## src/rtl/comp_divider_if.sv

```systemverilog
// Run/ready handshake bundle for the sequential divider. The master supplies
// operands and run, and the slave returns the registered results and ready.
interface comp_divider_if #(parameter int WIDTH = 32);
    logic [2*WIDTH-1:0] Dividend;
    logic [WIDTH-1:0]   Divisor;
    logic               run;
    logic [WIDTH-1:0]   Quotient;
    logic [WIDTH-1:0]   Remainder;
    logic               error;
    logic               ready;

    modport master (
        output Dividend, Divisor, run,
        input  Quotient, Remainder, error, ready
    );

    modport slave (
        input  Dividend, Divisor, run,
        output Quotient, Remainder, error, ready
    );
endinterface

```

## src/rtl/comp_divider.sv

```systemverilog
// Sequential unsigned restoring divider: 2*WIDTH / WIDTH -> WIDTH quotient and
// remainder, one quotient bit per clock, using the multiplier's run/ready handshake.
module comp_divider #(
    parameter int WIDTH = 32
) (
    input  logic          clk,
    input  logic          reset,
    comp_divider_if.slave bus
);
    localparam int CW = $clog2(WIDTH + 1);

    typedef enum logic [1:0] {IDLE, CALC, DONE} state_t;

    state_t           state, state_nx;
    // Partial remainder is kept at WIDTH bits: it stays below the divisor between steps.
    logic [WIDTH-1:0] r_q;
    logic [WIDTH-1:0] q_q;
    logic [WIDTH-1:0] d_q;
    logic [CW-1:0]    cnt;

    logic [WIDTH-1:0] quo, rem;
    logic             err, rdy;

    logic             start_err;
    logic [WIDTH:0]   r_sh;
    logic [WIDTH-1:0] r_diff;
    logic             r_ge;
    logic [WIDTH-1:0] r_next;
    logic [WIDTH-1:0] q_next;
    logic             last_step;

    assign bus.Quotient  = quo;
    assign bus.Remainder = rem;
    assign bus.error     = err;
    assign bus.ready     = rdy;

    // One restoring step: shift {R,Q} left, compare at WIDTH+1 bits, subtract if it fits.
    always_comb begin
        start_err = (bus.Divisor == '0) ||
                    (bus.Dividend[2*WIDTH-1:WIDTH] >= bus.Divisor);
        r_sh      = {r_q, q_q[WIDTH-1]};
        r_ge      = (r_sh >= {1'b0, d_q});
        // The true difference is below D, so the low WIDTH bits hold it exactly.
        r_diff    = r_sh[WIDTH-1:0] - d_q;
        r_next    = r_ge ? r_diff : r_sh[WIDTH-1:0];
        q_next    = {q_q[WIDTH-2:0], r_ge};
        last_step = (cnt == CW'(WIDTH - 1));
    end

    // State register.
    always_ff @(posedge clk) begin
        if (!reset) state <= IDLE;
        else        state <= state_nx;
    end

    // Next-state logic.
    always_comb begin
        state_nx = state;
        case (state)
            IDLE:    if (bus.run) state_nx = start_err ? DONE : CALC;
            CALC:    if (last_step) state_nx = DONE;
            DONE:    if (!bus.run) state_nx = IDLE;
            default: state_nx = IDLE;
        endcase
    end

    // Datapath and result registers; operands are captured only on the start edge.
    always_ff @(posedge clk) begin
        if (!reset) begin
            r_q <= '0;
            q_q <= '0;
            d_q <= '0;
            cnt <= '0;
            quo <= '0;
            rem <= '0;
            err <= 1'b0;
            rdy <= 1'b0;
        end else begin
            case (state)
                IDLE: begin
                    if (bus.run) begin
                        d_q <= bus.Divisor;
                        r_q <= bus.Dividend[2*WIDTH-1:WIDTH];
                        q_q <= bus.Dividend[WIDTH-1:0];
                        cnt <= '0;
                        err <= start_err;
                        if (start_err) begin
                            quo <= '1;
                            rem <= bus.Dividend[WIDTH-1:0];
                            rdy <= 1'b1;
                        end
                    end
                end
                CALC: begin
                    r_q <= r_next;
                    q_q <= q_next;
                    cnt <= cnt + CW'(1);
                    if (last_step) begin
                        quo <= q_next;
                        rem <= r_next;
                        rdy <= 1'b1;
                    end
                end
                DONE: begin
                    if (!bus.run) rdy <= 1'b0;
                end
                default: ;
            endcase
        end
    end
endmodule
```

## src/flat_wrapper.sv

```systemverilog
// flat-port wrapper written by rule: the top's interface ports become plain ports
module comp_divider_flat 
#(
    parameter int WIDTH = 32
)
  (clk, reset, bus_Dividend, bus_Divisor, bus_run, bus_Quotient, bus_Remainder, bus_error, bus_ready);
  comp_divider_if #(.WIDTH(WIDTH)) bus_i ();
  input  logic clk;
  input  logic reset;
  input wire logic [$bits(bus_i.Dividend)-1:0] bus_Dividend;
  input wire logic [$bits(bus_i.Divisor)-1:0] bus_Divisor;
  input wire logic [$bits(bus_i.run)-1:0] bus_run;
  output wire logic [$bits(bus_i.Quotient)-1:0] bus_Quotient;
  output wire logic [$bits(bus_i.Remainder)-1:0] bus_Remainder;
  output wire logic [$bits(bus_i.error)-1:0] bus_error;
  output wire logic [$bits(bus_i.ready)-1:0] bus_ready;
  assign bus_i.Dividend = bus_Dividend;
  assign bus_i.Divisor = bus_Divisor;
  assign bus_i.run = bus_run;
  assign bus_Quotient = bus_i.Quotient;
  assign bus_Remainder = bus_i.Remainder;
  assign bus_error = bus_i.error;
  assign bus_ready = bus_i.ready;
  comp_divider #(.WIDTH(WIDTH)) u_core (.clk(clk), .reset(reset), .bus(bus_i));
endmodule
```

## config.mk

```make
export PLATFORM = sky130hd
export DESIGN_NAME = comp_divider_flat
export DESIGN_NICKNAME = d
export VERILOG_FILES = /design/src/rtl/comp_divider_if.sv /design/src/rtl/comp_divider.sv /design/src/flat_wrapper.sv
export SDC_FILE = /design/constraint.sdc
export NUM_CORES = 1
export LEC_CHECK = 0
export ABC_AREA = 1
export ABC_CLOCK_PERIOD_IN_PS = 6200
export BUFFER_PORTS_ARGS = -buffer_cell sky130_fd_sc_hd__buf_2
export CAP_MARGIN = 10
export CORE_MARGIN = 3
export CORE_UTILIZATION = 40
export CTS_CLUSTER_SIZE = 30
export DETAILED_ROUTE_END_ITERATION = 7
export PLACE_DENSITY = 0.7
export SYNTH_ARGS = -nofsm -noshare
export SYNTH_HDL_FRONTEND = slang
export SYNTH_SLANG_ARGS = --single-unit
```

## constraint.sdc

```tcl
create_clock -name clk -period 6.2 [get_ports clk]
set_input_delay 0 -clock clk [delete_from_list [all_inputs] [get_ports clk]]
set_output_delay 0 -clock clk [all_outputs]
set_load 0.05 [all_outputs]
```

; ---- Word-level counts from Yosys, hierarchy flattened
; Index checks and enable logic that the tools add are counted.
; W data, S select, Z words.
[word_totals]
ram_bits = 0
out_inout_bits = 66
latch_bits = 0
rom_bits = 0
n_memories = 0
ff_bits = 170
[classes]
addsub = 2
div_mod_pow = 0
n_eq_ne = 7
magnitude_cmp = 2
muxes = 25
bitwise = 0
n_shift = 0
reduce_logical = 10
mul = 0
[ops]
columns = op, count
row1 = $mux W32, 9
row2 = $pmux W32 S2, 4
row3 = $ge A33 B32 Y1, 1
row4 = $ge A32 B32 Y1, 1
row5 = $logic_not A32 Y1, 1
row6 = $sub A32 B32 Y32, 1
row7 = $pmux W6 S2, 1
row8 = $mux W2, 4
row9 = $add A6 B1 Y6 const B, 1
row10 = $eq A6 B5 Y1 const B, 1
row11 = $mux W6, 1
row12 = $pmux W2 S3, 1
row13 = $reduce_and A5 Y1, 1
row14 = $mux W1, 4
row15 = $ne A2 B1 Y1 const B, 2
row16 = $ne A2 B2 Y1 const B, 2
row17 = $reduce_and A2 Y1, 2
row18 = $reduce_and A4 Y1, 1
row19 = $pmux W1 S3, 1
row20 = $reduce_and A3 Y1, 1
row21 = $reduce_bool A3 Y1, 1
row22 = $eq A2 B1 Y1 const B, 1
row23 = $eq A2 B2 Y1 const B, 1
row24 = $logic_not A2 Y1, 1
row25 = other kinds (2), 2

; ---- Logic depth before layout (Yosys ltp)
; Gate-level depths: netlist of run 1.
[logic_depth]
word_depth = 5
depth_mapped = 18
depth_no_buf = 18

; ---- Worst setup path before layout of run 1
; No wires, ideal clock.
[synth_timing]
path_type = register to register
from = reg u_core.d_q[3]
to = reg u_core.rem[3], in the netlist u_core.bus.Remainder[3]
t_arrival_ns = 1.916
setup_slack_ns = 4.220
stages_incl_launch_ff = 17
setup_ns = 0.064
required_time_ns = 6.136
path_cell_list = dfxtp_1 -> inv_1 -> ha_1 -> nand2_1 -> inv_1 -> nand2_1 -> nand2_1 -> nand2_1 -> nand3_2 -> nand2_1 -> nand2_2 -> nand3_4 -> clkbuf_1 -> nand4_1 -> nand2_1 -> nor2_1 -> nor2_1
[synth_via]
elab_chain_cells = 4
elab_cells_between_ends = 5
[synth_lines]
columns = element, line
row1 = start: declaration, comp_divider.sv:18  ; logic [WIDTH-1:0] d_q;
row2 = start signal: assignment, comp_divider.sv:82  ; d_q <= bus.Divisor;
row3 = $sub A32 B32 Y32 / $ge A33 B32 Y1 (equally long branches), "comp_divider.sv:44, comp_divider.sv:42"
row4 = $mux W32 (*), comp_divider.sv:45  ; r_next = r_ge ? r_diff : r_sh[WIDTH-1:0];
row5 = $mux W32 (*), comp_divider.sv:98  ; if (last_step) begin
row6 = $pmux W32 S2 (*), comp_divider.sv:79  ; case (state)
row7 = end signal: assignment, comp_divider.sv:89  ; rem <= bus.Dividend[WIDTH-1:0];
row8 = end signal: assignment, comp_divider.sv:100  ; rem <= r_next;
row9 = end: declaration, comp_divider.sv:21  ; logic [WIDTH-1:0] quo, rem;
; Every way passes the cells marked *; elsewhere a longest branch is shown, timed or not. The select of a mux whose other input is x is not followed.
; A chain may end at the register's enable or synchronous reset.

; ---- Worst setup path after layout of run 1
[layout_timing]
from = reg u_core.cnt[0]
to = reg u_core.quo[25], in the netlist u_core.bus.Quotient[25]
[layout_via]
elab_chain_cells = 3
[layout_lines]
columns = element, line
row1 = start: declaration, comp_divider.sv:19  ; logic [CW-1:0] cnt;
row2 = start signal: assignment, comp_divider.sv:97  ; cnt <= cnt + CW'(1);
row3 = $eq A6 B5 Y1, comp_divider.sv:47  ; last_step = (cnt == CW'(WIDTH - 1));
row4 = $ne A2 B1 Y1 (no source line), n/a
row5 = $reduce_and A4 Y1 (no source line), n/a
row6 = end signal: assignment, comp_divider.sv:99  ; quo <= q_next;
row7 = end: declaration, comp_divider.sv:21
; Every way passes these cells.

==> results of run 1 <==
-- cell type report --
cell class                 instances  share of cell area [%]
clock buffer                      17                    3.06
inverter                         311                    8.41
tap                              378                    3.40
clock inverter                    15                    1.23
sequential                       170                    24.5
timing repair buffer             257                    12.5
multi-input combinational       1252                    46.9
-- Yosys cell counts (2+ instances only) --
| master | instances | share of area (%) |
|---|---|---|
| inv_2 | 4 | 0.13 |
| o21bai_1 | 3 | 0.20 |
| nand3_2 | 31 | 2.7 |
| clkbuf_1 | 51 | 1.7 |
| nor2_4 | 2 | 0.20 |
| xor2_1 | 14 | 1.1 |
| buf_2 | 19 | 0.83 |
| buf_1 | 3 | 0.098 |
| nand4_1 | 50 | 2.7 |
| ha_1 | 65 | 7.1 |
| and2_1 | 8 | 0.44 |
| buf_6 | 6 | 0.59 |
| o21a_1 | 34 | 2.2 |
| nor3_1 | 7 | 0.31 |
| nor2_1 | 203 | 6.6 |
| o21ai_1 | 7 | 0.31 |
| a31oi_1 | 2 | 0.11 |
| a21oi_1 | 105 | 4.6 |
| a221oi_1 | 2 | 0.15 |
| nand3_1 | 104 | 4.5 |
| dfxtp_1 | 170 | 30 |
| inv_1 | 307 | 10 |
| buf_4 | 4 | 0.26 |
| o21ai_0 | 124 | 5.4 |
| nand2_4 | 2 | 0.20 |
| o31ai_1 | 31 | 2.0 |
| nand2_1 | 444 | 15 |
-- repair_timing --
| item | 4_1_cts | 5_1_grt |
|---|---|---|
| hold endpoints to repair | 102 | 0 |
| gates resized for setup | 0 | 0 |
| hold buffers | 86 | 0 |
-- layer usage --
metal / vias up / part of all wire (%) / routed length [µm] / track usage [%]
li1: 6172 / - / - / -
met1: 5455 / 47 / 17600 / 34.2
met2: 406 / 45 / 16700 / 39.0
met3: 42 / 6.2 / 2320 / 3.35
met4: 0 / 2.1 / 772 / 6.28
met5: - / 0 / 0 / 0
-- critical path: cells and delay by family (launching register included) --
kind,cells,cell delay (ns)
DFF,1,0.40
adders and majority gates,1,0.17
buffers and inverters,2,0.63
and+or+nand+nor,7,2.31
AOI/OAI and AO/OA,1,0.16
-- registers in the layout, summed over array words and instances (netlist names) --
name                  count
u_core.bus.ready          1
u_core.cnt                6
u_core.q_q               32
u_core.r_q               32
u_core.bus.error          1
u_core.bus.Remainder     32
u_core.state              2
u_core.bus.Quotient      32
u_core.d_q               32
-- layout by cell type, fill, tap and decap left out, types with 7 or more instances in the layout --
cell type and n:
o21ai_0 124, buf_4 8, clkbuf_16 17, nand3_1 104, nand2_1 444, xor2_1 14
o21ai_1 7, nand3_2 31, dlygate4sd3_1 86, ha_1 65, inv_1 307, buf_2 163
nand4_1 50, o21a_1 34, a21oi_1 105, nor3_1 7, and2_1 8, dfxtp_1 170
o31ai_1 31, nor2_1 200
-- cells by family (layout without fill, tap and decap cells) --
group	Yosys count	in the layout	synth area share (%)
flip-flops	170	170	29.7
adder cells (fa/ha/maj)	66	66	7.27
buffers and inverters	394	600	13.6
AND/OR/NAND/NOR	858	858	32.9
AO/OA/AOI/OAI	313	313	15.4
XOR/XNOR	15	15	1.15
-- stage by stage --
step | instance area [µm²] | setup slack, ns | hold slack, ns | total power, mW
finish | 13900 | 2.44 | -0.00506 | 5.45
global route | 13900 | 2.00 | 0.0100 | 5.87
detailed placement | 12400 | 2.49 | 0.280 | 4.30
CTS | 13900 | 2.47 | 0.00693 | 5.44
global placement | 12400 | 2.63 | 0.274 | 4.27
floorplan | 11500 | 4.22 | 0.135 | 3.64
-- how the worst max path moves through the flow --
stage / slack (ns) / cells past startpoint / from / end
finish: 2.44 / 11 / u_core.cnt[0]$_SDFFE_PN0P_ / u_core.bus.Quotient[25]$_SDFFE_PN0P_
global route: 2.00 / 11 / u_core.cnt[0]$_SDFFE_PN0P_ / u_core.bus.Quotient[28]$_SDFFE_PN0P_
CTS: 2.47 / 11 / u_core.cnt[0]$_SDFFE_PN0P_ / u_core.bus.Quotient[0]$_SDFFE_PN0P_
detailed placement: 2.49 / 11 / u_core.cnt[0]$_SDFFE_PN0P_ / u_core.bus.Quotient[26]$_SDFFE_PN0P_
global placement: 2.63 / 11 / u_core.cnt[0]$_SDFFE_PN0P_ / u_core.bus.Quotient[0]$_SDFFE_PN0P_
floorplan: 4.22 / 16 / u_core.d_q[3]$_SDFFE_PN0P_ / u_core.bus.Remainder[3]$_SDFFE_PN0P_
-- power breakdown --
group / switching, mW / leakage, nW / internal, mW
Combinational: 2.06 / 5.57 / 0.815
Sequential: 0.151 / 1.41 / 1.33
Clock: 0.550 / 0.285 / 0.546
Total: 2.76 / 7.26 / 2.69
==> metrics.txt, run 1 <==
# TYPE chip_impl_metric gauge
chip_impl_metric{name="unique_cell_type_count_in_the_yosys_netlist",unit=""} 41
chip_impl_metric{name="buffer_ports.inserted",unit=""} 164
chip_impl_metric{name="power_density",unit="nW/µm²"} 392
chip_impl_metric{name="detail_route.iter0.violations",unit=""} 1223
chip_impl_metric{name="effective_utilization_at_floorplan",unit="%"} 40.9
chip_impl_metric{name="detail_route.wl_per_cell",unit="µm"} 15.6
chip_impl_metric{name="cellLeakagePower",unit="nW"} 7.26
chip_impl_metric{name="ant_nets",unit=""} 0
chip_impl_metric{name="slew_violations",unit=""} 0
chip_impl_metric{name="inst_count_dp",unit=""} 2282
chip_impl_metric{name="routed-via-count",unit=""} 12100
chip_impl_metric{name="synthesis.yosys.warnings",unit=""} 0
chip_impl_info{name="timing.critical_path.cells",value="ha_1 -> inv_1 -> nor3_2 -> nand2_1 -> o21ai_2 -> nand3_2 -> nor2_4 -> nand2_4 -> inv_2 -> nor2_1 -> nor2_1"} 1
chip_impl_metric{name="initial_drt_pass_iterations",unit=""} 5
chip_impl_metric{name="multi_input_area",unit="µm²"} 6520
chip_impl_metric{name="setup-violations-final",unit=""} 0
chip_impl_metric{name="finish.net_count",unit=""} 2174
chip_impl_info{name="timing.hold.worst.class",value="input pin to flop"} 1
chip_impl_metric{name="die_h",unit="µm"} 175
chip_impl_metric{name="mappedNetlistArea",unit="µm²"} 11500
chip_impl_metric{name="instances_no_fill",unit=""} 2400
chip_impl_info{name="crit_path_top_delay_cell",value="nor2_4"} 1
chip_impl_metric{name="grt_antenna_before_repair",unit=""} 0
chip_impl_metric{name="die_area",unit="µm²"} 30700
chip_impl_metric{name="postSynth.asyncResetShare",unit="%"} 0
chip_impl_metric{name="gpl.final_weighted_congestion",unit=""} 0.955
chip_impl_metric{name="worst_skew_pair.late_latency",unit="ns"} 0.45
chip_impl_metric{name="path_clk_slew",unit="ns"} 0.07
chip_impl_metric{name="reg2reg_depth",unit=""} 11
chip_impl_metric{name="finalCoreUtilization",unit="%"} 49.6
chip_impl_metric{name="fin_tns_setup",unit="ns"} 0
chip_impl_metric{name="number_of_flops_mapped_to_enable_cells_by_yosys",unit=""} 0
chip_impl_info{name="rsz0062_at_grt",value="no"} 1
chip_impl_metric{name="numClockSinks",unit=""} 170
chip_impl_metric{name="drt_wl_total",unit="mm"} 37.4
chip_impl_metric{name="synth.avg_cell_area",unit="µm²"} 6.31
chip_impl_metric{name="timing.slew.headroom",unit="%"} 28.4
chip_impl_metric{name="insertedDiodeCount",unit=""} 0
chip_impl_metric{name="tightestPinTransition",unit="ns"} 1.07
chip_impl_metric{name="num_rows",unit=""} 61
chip_impl_metric{name="highest_clock_frequency_the_design_can_meet",unit="MHz"} 266
chip_impl_metric{name="maxCapViolations",unit=""} 0
chip_impl_metric{name="sequential_fraction_of_the_synthesis_area",unit="%"} 29.7
chip_impl_metric{name="fillCellCount",unit=""} 2814
chip_impl_metric{name="vdd.ir_drop.worst",unit="mV"} 0.223
chip_impl_metric{name="fin_crit",unit="ns"} 3.76
chip_impl_info{name="critPathMostFrequentCell",value="nor2_1"} 1
chip_impl_info{name="failed_checks",value="hold timing"} 1
chip_impl_metric{name="grt_max_degree",unit=""} 90
chip_impl_metric{name="fin_worst_hold_slack",unit="ns"} -0.00506
chip_impl_metric{name="post_cts_buffers",unit=""} 0
chip_impl_info{name="outcome",value="finished with violations"} 1
chip_impl_metric{name="syn-num-nets",unit=""} 1981
chip_impl_metric{name="ios",unit=""} 165
chip_impl_metric{name="synth_cells",unit=""} 1816
chip_impl_metric{name="grt_pass1_wl",unit="mm"} 59.9
chip_impl_metric{name="finalCritPeriodShare",unit="%"} 60.6
chip_impl_info{name="critical_path_class",value="flop to flop"} 1
chip_impl_metric{name="layout-area-overhead-vs-synth",unit="%"} 21.2
chip_impl_metric{name="timing.final.hold_violations",unit=""} 1
chip_impl_metric{name="globalRouteOverflowTotal",unit=""} 0
chip_impl_metric{name="worst-endpoint-required",unit="ns"} 6.57
chip_impl_metric{name="final_layout_size_suffix_gt1_share",unit="%"} 12.5
chip_impl_info{name="crit_path_start_kind",value="flop"} 1
chip_impl_metric{name="total_routing_usage_gr",unit="%"} 24.2
chip_impl_info{name="critical_path.reg2reg.startpoint",value="u_core.cnt[0]$_SDFFE_PN0P_"} 1
chip_impl_metric{name="first_global_vias",unit=""} 11600
chip_impl_metric{name="hold_path_depth",unit=""} 5
chip_impl_metric{name="postSynthRegisterBits",unit=""} 170
chip_impl_metric{name="x_dimension_of_the_die",unit="µm"} 175
chip_impl_metric{name="crit_path_max_fanout",unit=""} 35
chip_impl_info{name="r2r-end",value="u_core.bus.Quotient[25]$_SDFFE_PN0P_"} 1
chip_impl_info{name="worstHoldEndpoint",value="u_core.bus.Remainder[26]$_SDFFE_PN0P_"} 1
chip_impl_info{name="cts_tree",value="built"} 1
chip_impl_metric{name="clock-skew-final",unit="ns"} 0.0171
chip_impl_metric{name="worst_path_largest_cell_delay",unit="ns"} 0.88
chip_impl_metric{name="design.core.area",unit="µm²"} 28000
chip_impl_metric{name="routed_via_density",unit=""} 5.03
chip_impl_info{name="root_buffer_cell",value="clkbuf_16"} 1
chip_impl_metric{name="ff2ff_setup_slack",unit="ns"} 2.44
chip_impl_metric{name="dpl.hpwl",unit="mm"} 27.4
chip_impl_metric{name="worst-endpoint-arrival",unit="ns"} 4.13
chip_impl_metric{name="dr_drc_count",unit=""} 0
chip_impl_info{name="dominantRegCellSynth",value="dfxtp_1"} 1
chip_impl_metric{name="clock_tree.buffer_depth",unit=""} 2
chip_impl_info{name="crit_path_end_kind",value="flop"} 1
chip_impl_metric{name="numCtsBuffers",unit=""} 17
chip_impl_metric{name="cts_max_level",unit=""} 4
chip_impl_info{name="timing.hold.worst.start",value="bus_Dividend[26]"} 1
chip_impl_metric{name="seqCellArea",unit="µm²"} 3400
(Power assumes the default switching activity.)
==> inputs of run 2 (changes only) <==
Settings changed: ABC_AREA 1 to 0, ABC_CLOCK_PERIOD_IN_PS 6200 to 3800, PLACE_DENSITY 0.7 to 0.71.
Clock period 6.2 ns to 3.8 ns, I/O delays scaled along.
==> run 2 against run 1 <==
Compared with the run above:
- the flow now finishes without violations
- register-to-register slack lost 2.0 ns
- clock power increased by 65%
- non-clock buffer count rose by 11
- maximum frequency up 13%
- sequential share of layout area is 3.5 points higher
- die area down 15%
- synthesized cell count down 31%
- clock-buffer cell count stayed put
- worst setup slack got worse by 2.0 ns
- sequential power increased by 48%
==> metrics.txt, run 2 <==
# TYPE chip_impl_metric gauge
chip_impl_info{name="outcome",value="completed"} 1
chip_impl_info{name="dominantRegCellSynth",value="dfxtp_1"} 1
chip_impl_metric{name="tightestPinTransition",unit="ns"} 1.17
chip_impl_metric{name="fin_tns_setup",unit="ns"} 0
chip_impl_info{name="most-common-layout-cells",value="210 x nand2_1, 170 x dfxtp_1, 164 x buf_2, 119 x nor2_1, 102 x o21ai_0"} 1
chip_impl_metric{name="globalRouteMet1Util",unit="%"} 34.3
chip_impl_metric{name="reg2reg_depth",unit=""} 10
chip_impl_metric{name="die_h",unit="µm"} 162
chip_impl_metric{name="x_dimension_of_the_die",unit="µm"} 162
chip_impl_metric{name="grt_max_degree",unit=""} 104
chip_impl_metric{name="layout-area-overhead-vs-synth",unit="%"} 25.5
chip_impl_info{name="root_buffer_cell",value="clkbuf_16"} 1
chip_impl_metric{name="grt_antenna_before_repair",unit=""} 0
chip_impl_info{name="crit_path_top_delay_cell",value="a2111oi_2"} 1
chip_impl_info{name="timing.critical_path.cells",value="inv_1 -> ha_1 -> a21oi_1 -> o21ai_0 -> nor3_4 -> a2111oi_2 -> nor3_4 -> buf_4 -> a22oi_1 -> a31oi_1"} 1
chip_impl_metric{name="postSynth.asyncResetShare",unit="%"} 0
chip_impl_info{name="top_family_by_delay_on_critical_path",value="compound AO/OA/AOI/OAI gates"} 1
chip_impl_metric{name="gpl.final_weighted_congestion",unit=""} 0.946
chip_impl_metric{name="finish.net_count",unit=""} 1612
chip_impl_metric{name="die_area",unit="µm²"} 26100
chip_impl_info{name="yosys-top-cells-area",value="dfxtp_1 35%, ha_1 8.4%, nand2_1 8.1%"} 1
chip_impl_metric{name="path_buf_inv",unit=""} 2
chip_impl_metric{name="yosys.area.top_type_share",unit="%"} 35.1
chip_impl_metric{name="timing.slew.headroom",unit="%"} 22.3
chip_impl_metric{name="synth.avg_cell_area",unit="µm²"} 7.77
chip_impl_metric{name="detail_route.iter0.violations",unit=""} 915
chip_impl_metric{name="worst_path_largest_cell_delay",unit="ns"} 0.57
chip_impl_info{name="cts_tree",value="built"} 1
chip_impl_metric{name="placedInstanceArea",unit="µm²"} 10600
chip_impl_metric{name="highest_clock_frequency_the_design_can_meet",unit="MHz"} 301
chip_impl_metric{name="fin_crit",unit="ns"} 3.33
chip_impl_metric{name="mappedNetlistArea",unit="µm²"} 9690
chip_impl_metric{name="worst-endpoint-arrival",unit="ns"} 3.62
chip_impl_metric{name="setup-violations-final",unit=""} 0
chip_impl_metric{name="inst_count_dp",unit=""} 1658
chip_impl_metric{name="globalRouteOverflowTotal",unit=""} 0
chip_impl_metric{name="crit_path_max_fanout",unit=""} 25
chip_impl_metric{name="postSynthRegisterBits",unit=""} 170
chip_impl_info{name="rsz0062_at_grt",value="no"} 1
chip_impl_metric{name="cts_max_level",unit=""} 4
chip_impl_info{name="synth_common_cells",value="210 x nand2_1, 170 x dfxtp_1, 120 x nor2_1, 102 x o21ai_0, 94 x a21oi_1"} 1
chip_impl_metric{name="totalPowerFinal",unit="mW"} 6.82
chip_impl_metric{name="num_rows",unit=""} 56
chip_impl_metric{name="grt_pass1_wl",unit="mm"} 50.5
chip_impl_metric{name="unique_cell_type_count_in_the_yosys_netlist",unit=""} 68
chip_impl_metric{name="initial_drt_pass_iterations",unit=""} 7
chip_impl_metric{name="cts-hold-fix-buffers",unit=""} 89
chip_impl_metric{name="drt_wl_total",unit="mm"} 31.7
chip_impl_metric{name="power_density",unit="nW/µm²"} 561
chip_impl_metric{name="timing.final.hold_violations",unit=""} 0
chip_impl_info{name="crit_path_end_kind",value="flop"} 1
chip_impl_metric{name="clock_tree.buffer_depth",unit=""} 2
chip_impl_metric{name="ios",unit=""} 165
chip_impl_metric{name="clock-skew-final",unit="ns"} 0.0144
chip_impl_metric{name="synthesis.yosys.warnings",unit=""} 0
chip_impl_metric{name="vdd.ir_drop.worst",unit="mV"} 0.325
chip_impl_metric{name="routed_via_density",unit=""} 5.60
chip_impl_metric{name="path_clk_slew",unit="ns"} 0.08
chip_impl_info{name="critical_path_class",value="flop to flop"} 1
chip_impl_metric{name="syn-num-nets",unit=""} 1412
chip_impl_metric{name="post_cts_resize_count",unit=""} 0
chip_impl_metric{name="insertedDiodeCount",unit=""} 0
chip_impl_metric{name="dr_drc_count",unit=""} 0
chip_impl_metric{name="number_of_flops_mapped_to_enable_cells_by_yosys",unit=""} 0
chip_impl_metric{name="total_routing_usage_gr",unit="%"} 23.7
chip_impl_info{name="post-synth-top-count-cell",value="nand2_1"} 1
chip_impl_metric{name="numCtsBuffers",unit=""} 17
chip_impl_metric{name="post_cts_buffers",unit=""} 0
chip_impl_metric{name="design.core.area",unit="µm²"} 23600
chip_impl_info{name="grt-busiest-layer",value="met2"} 1
chip_impl_metric{name="instances_no_fill",unit=""} 1779
chip_impl_metric{name="maxCapViolations",unit=""} 0
chip_impl_metric{name="first_global_vias",unit=""} 9504
chip_impl_metric{name="dpl.hpwl",unit="mm"} 22.6
chip_impl_metric{name="detail_route.wl_per_cell",unit="µm"} 17.8
chip_impl_metric{name="grt_util_met3",unit="%"} 3.37
chip_impl_metric{name="ant_nets",unit=""} 0
chip_impl_metric{name="buffer_ports.inserted",unit=""} 164
chip_impl_info{name="timing.hold.worst.class",value="input pin to flop"} 1
chip_impl_metric{name="worst_skew_pair.late_latency",unit="ns"} 0.44
chip_impl_metric{name="routed-via-count",unit=""} 9954
chip_impl_info{name="synth_top_cell_by_area",value="dfxtp_1"} 1
chip_impl_metric{name="final_standard_cell_area_without_fillers",unit="µm²"} 12200
chip_impl_info{name="crit_path_start_kind",value="flop"} 1
chip_impl_metric{name="final_layout_size_suffix_gt1_share",unit="%"} 17.1
chip_impl_info{name="critPathMostFrequentCell",value="nor3_4"} 1
chip_impl_info{name="layout.cells.most_common",value="nand2_1"} 1
chip_impl_metric{name="crit_cells",unit=""} 10
chip_impl_metric{name="sequential_fraction_of_the_synthesis_area",unit="%"} 35.1
chip_impl_metric{name="fillCellCount",unit=""} 2320
chip_impl_metric{name="synth_cells",unit=""} 1247
chip_impl_metric{name="effective_utilization_at_floorplan",unit="%"} 41.1
chip_impl_metric{name="grt.met2_usage",unit="%"} 38.0
chip_impl_metric{name="fin_worst_hold_slack",unit="ns"} 0.0234
chip_impl_metric{name="numClockSinks",unit=""} 170
chip_impl_metric{name="hold_path_depth",unit=""} 3
chip_impl_metric{name="slew_violations",unit=""} 0
chip_impl_metric{name="finalCritPeriodShare",unit="%"} 87.5
chip_impl_metric{name="cellLeakagePower",unit="nW"} 5.26
chip_impl_metric{name="worst-endpoint-required",unit="ns"} 4.09
## run 2: changes by cell type in the layout (fill, tap and decap cells not counted), sizes merged, moves of 28 or more
cell    previous run  this run
a211oi             0        41
a311oi             1        33
a31oi              2        33
inv              318        83
nand2            447       210
nand3            136        11
nand4             50        19
nor2             206       120
o21a              34         5
o21ai            132       102
o31ai             31         3
## run 2: kinds of logic (layout without fill, tap and decap cells)
| group | Yosys count | after routing | synth area share [%] |
|---|---|---|---|
| AO/OA/AOI/OAI | 410 | 410 | 28.2 |
| AND/OR/NAND/NOR | 409 | 409 | 18.3 |
| flip-flops | 170 | 170 | 35.1 |
| buffers and inverters | 166 | 379 | 7.42 |
| adder cells (fa/ha/maj) | 66 | 66 | 8.60 |
| XOR/XNOR | 24 | 24 | 2.17 |
| multiplexers | 2 | 2 | 0.219 |
## run 2: final cells by class
type / instances / area, µm² / share of cell area [%]
multi-input cells: 911 / 5600 / 46.1
flip-flops and latches: 170 / 3400 / 28.0
repair buffers: 268 / 1840 / 15.1
clock buffers: 17 / 425 / 3.50
well taps: 319 / 399 / 3.28
inverters: 79 / 298 / 2.45
clock inverters: 15 / 200 / 1.65
## run 2: worst paths after layout
check,start,end,slack [ns]
worst max-delay path,u_core.d_q[10]$_SDFFE_PN0P_,u_core.bus.Remainder[13]$_SDFFE_PN0P_,0.47
worst min-delay path,bus_Dividend[32],u_core.r_q[0]$_SDFFE_PN0P_,0.02
worst max register to register,u_core.d_q[10]$_SDFFE_PN0P_,u_core.bus.Remainder[13]$_SDFFE_PN0P_,0.47
worst min register to register,u_core.d_q[13]$_SDFFE_PN0P_,u_core.d_q[13]$_SDFFE_PN0P_,0.46
## run 2: worst register-to-register path, cell delays in order (launching register included)
cell and delay, ns:
dfxtp_1 0.33, inv_1 0.05, ha_1 0.45, a21oi_1 0.17, o21ai_0 0.45, nor3_4 0.13, a2111oi_2 0.57, nor3_4 0.06
buf_4 0.29, a22oi_1 0.51, a31oi_1 0.17
## run 2: metal layers
metal  wire [µm]  up-vias
li1            -     4881
met4         318        0
met1       15300     4738
met2       14300      311
met5           0        -
met3        1730       24
## run 2: power breakdown
part / total [mW] / internal (mW) / switching, mW
Sequential: 2.19 / 2.03 / 0.157
Combinational: 2.83 / 0.981 / 1.85
Clock: 1.81 / 0.952 / 0.855
## run 2: through the flow
stage	util, %	setup WS (ns)
4_1_cts	51.5	0.509
2_1_floorplan	-	1.13
5_1_grt	51.5	0.308
3_5_place_dp	45.1	0.555
3_3_place_gp	45.1	0.479
6_report	51.5	0.475
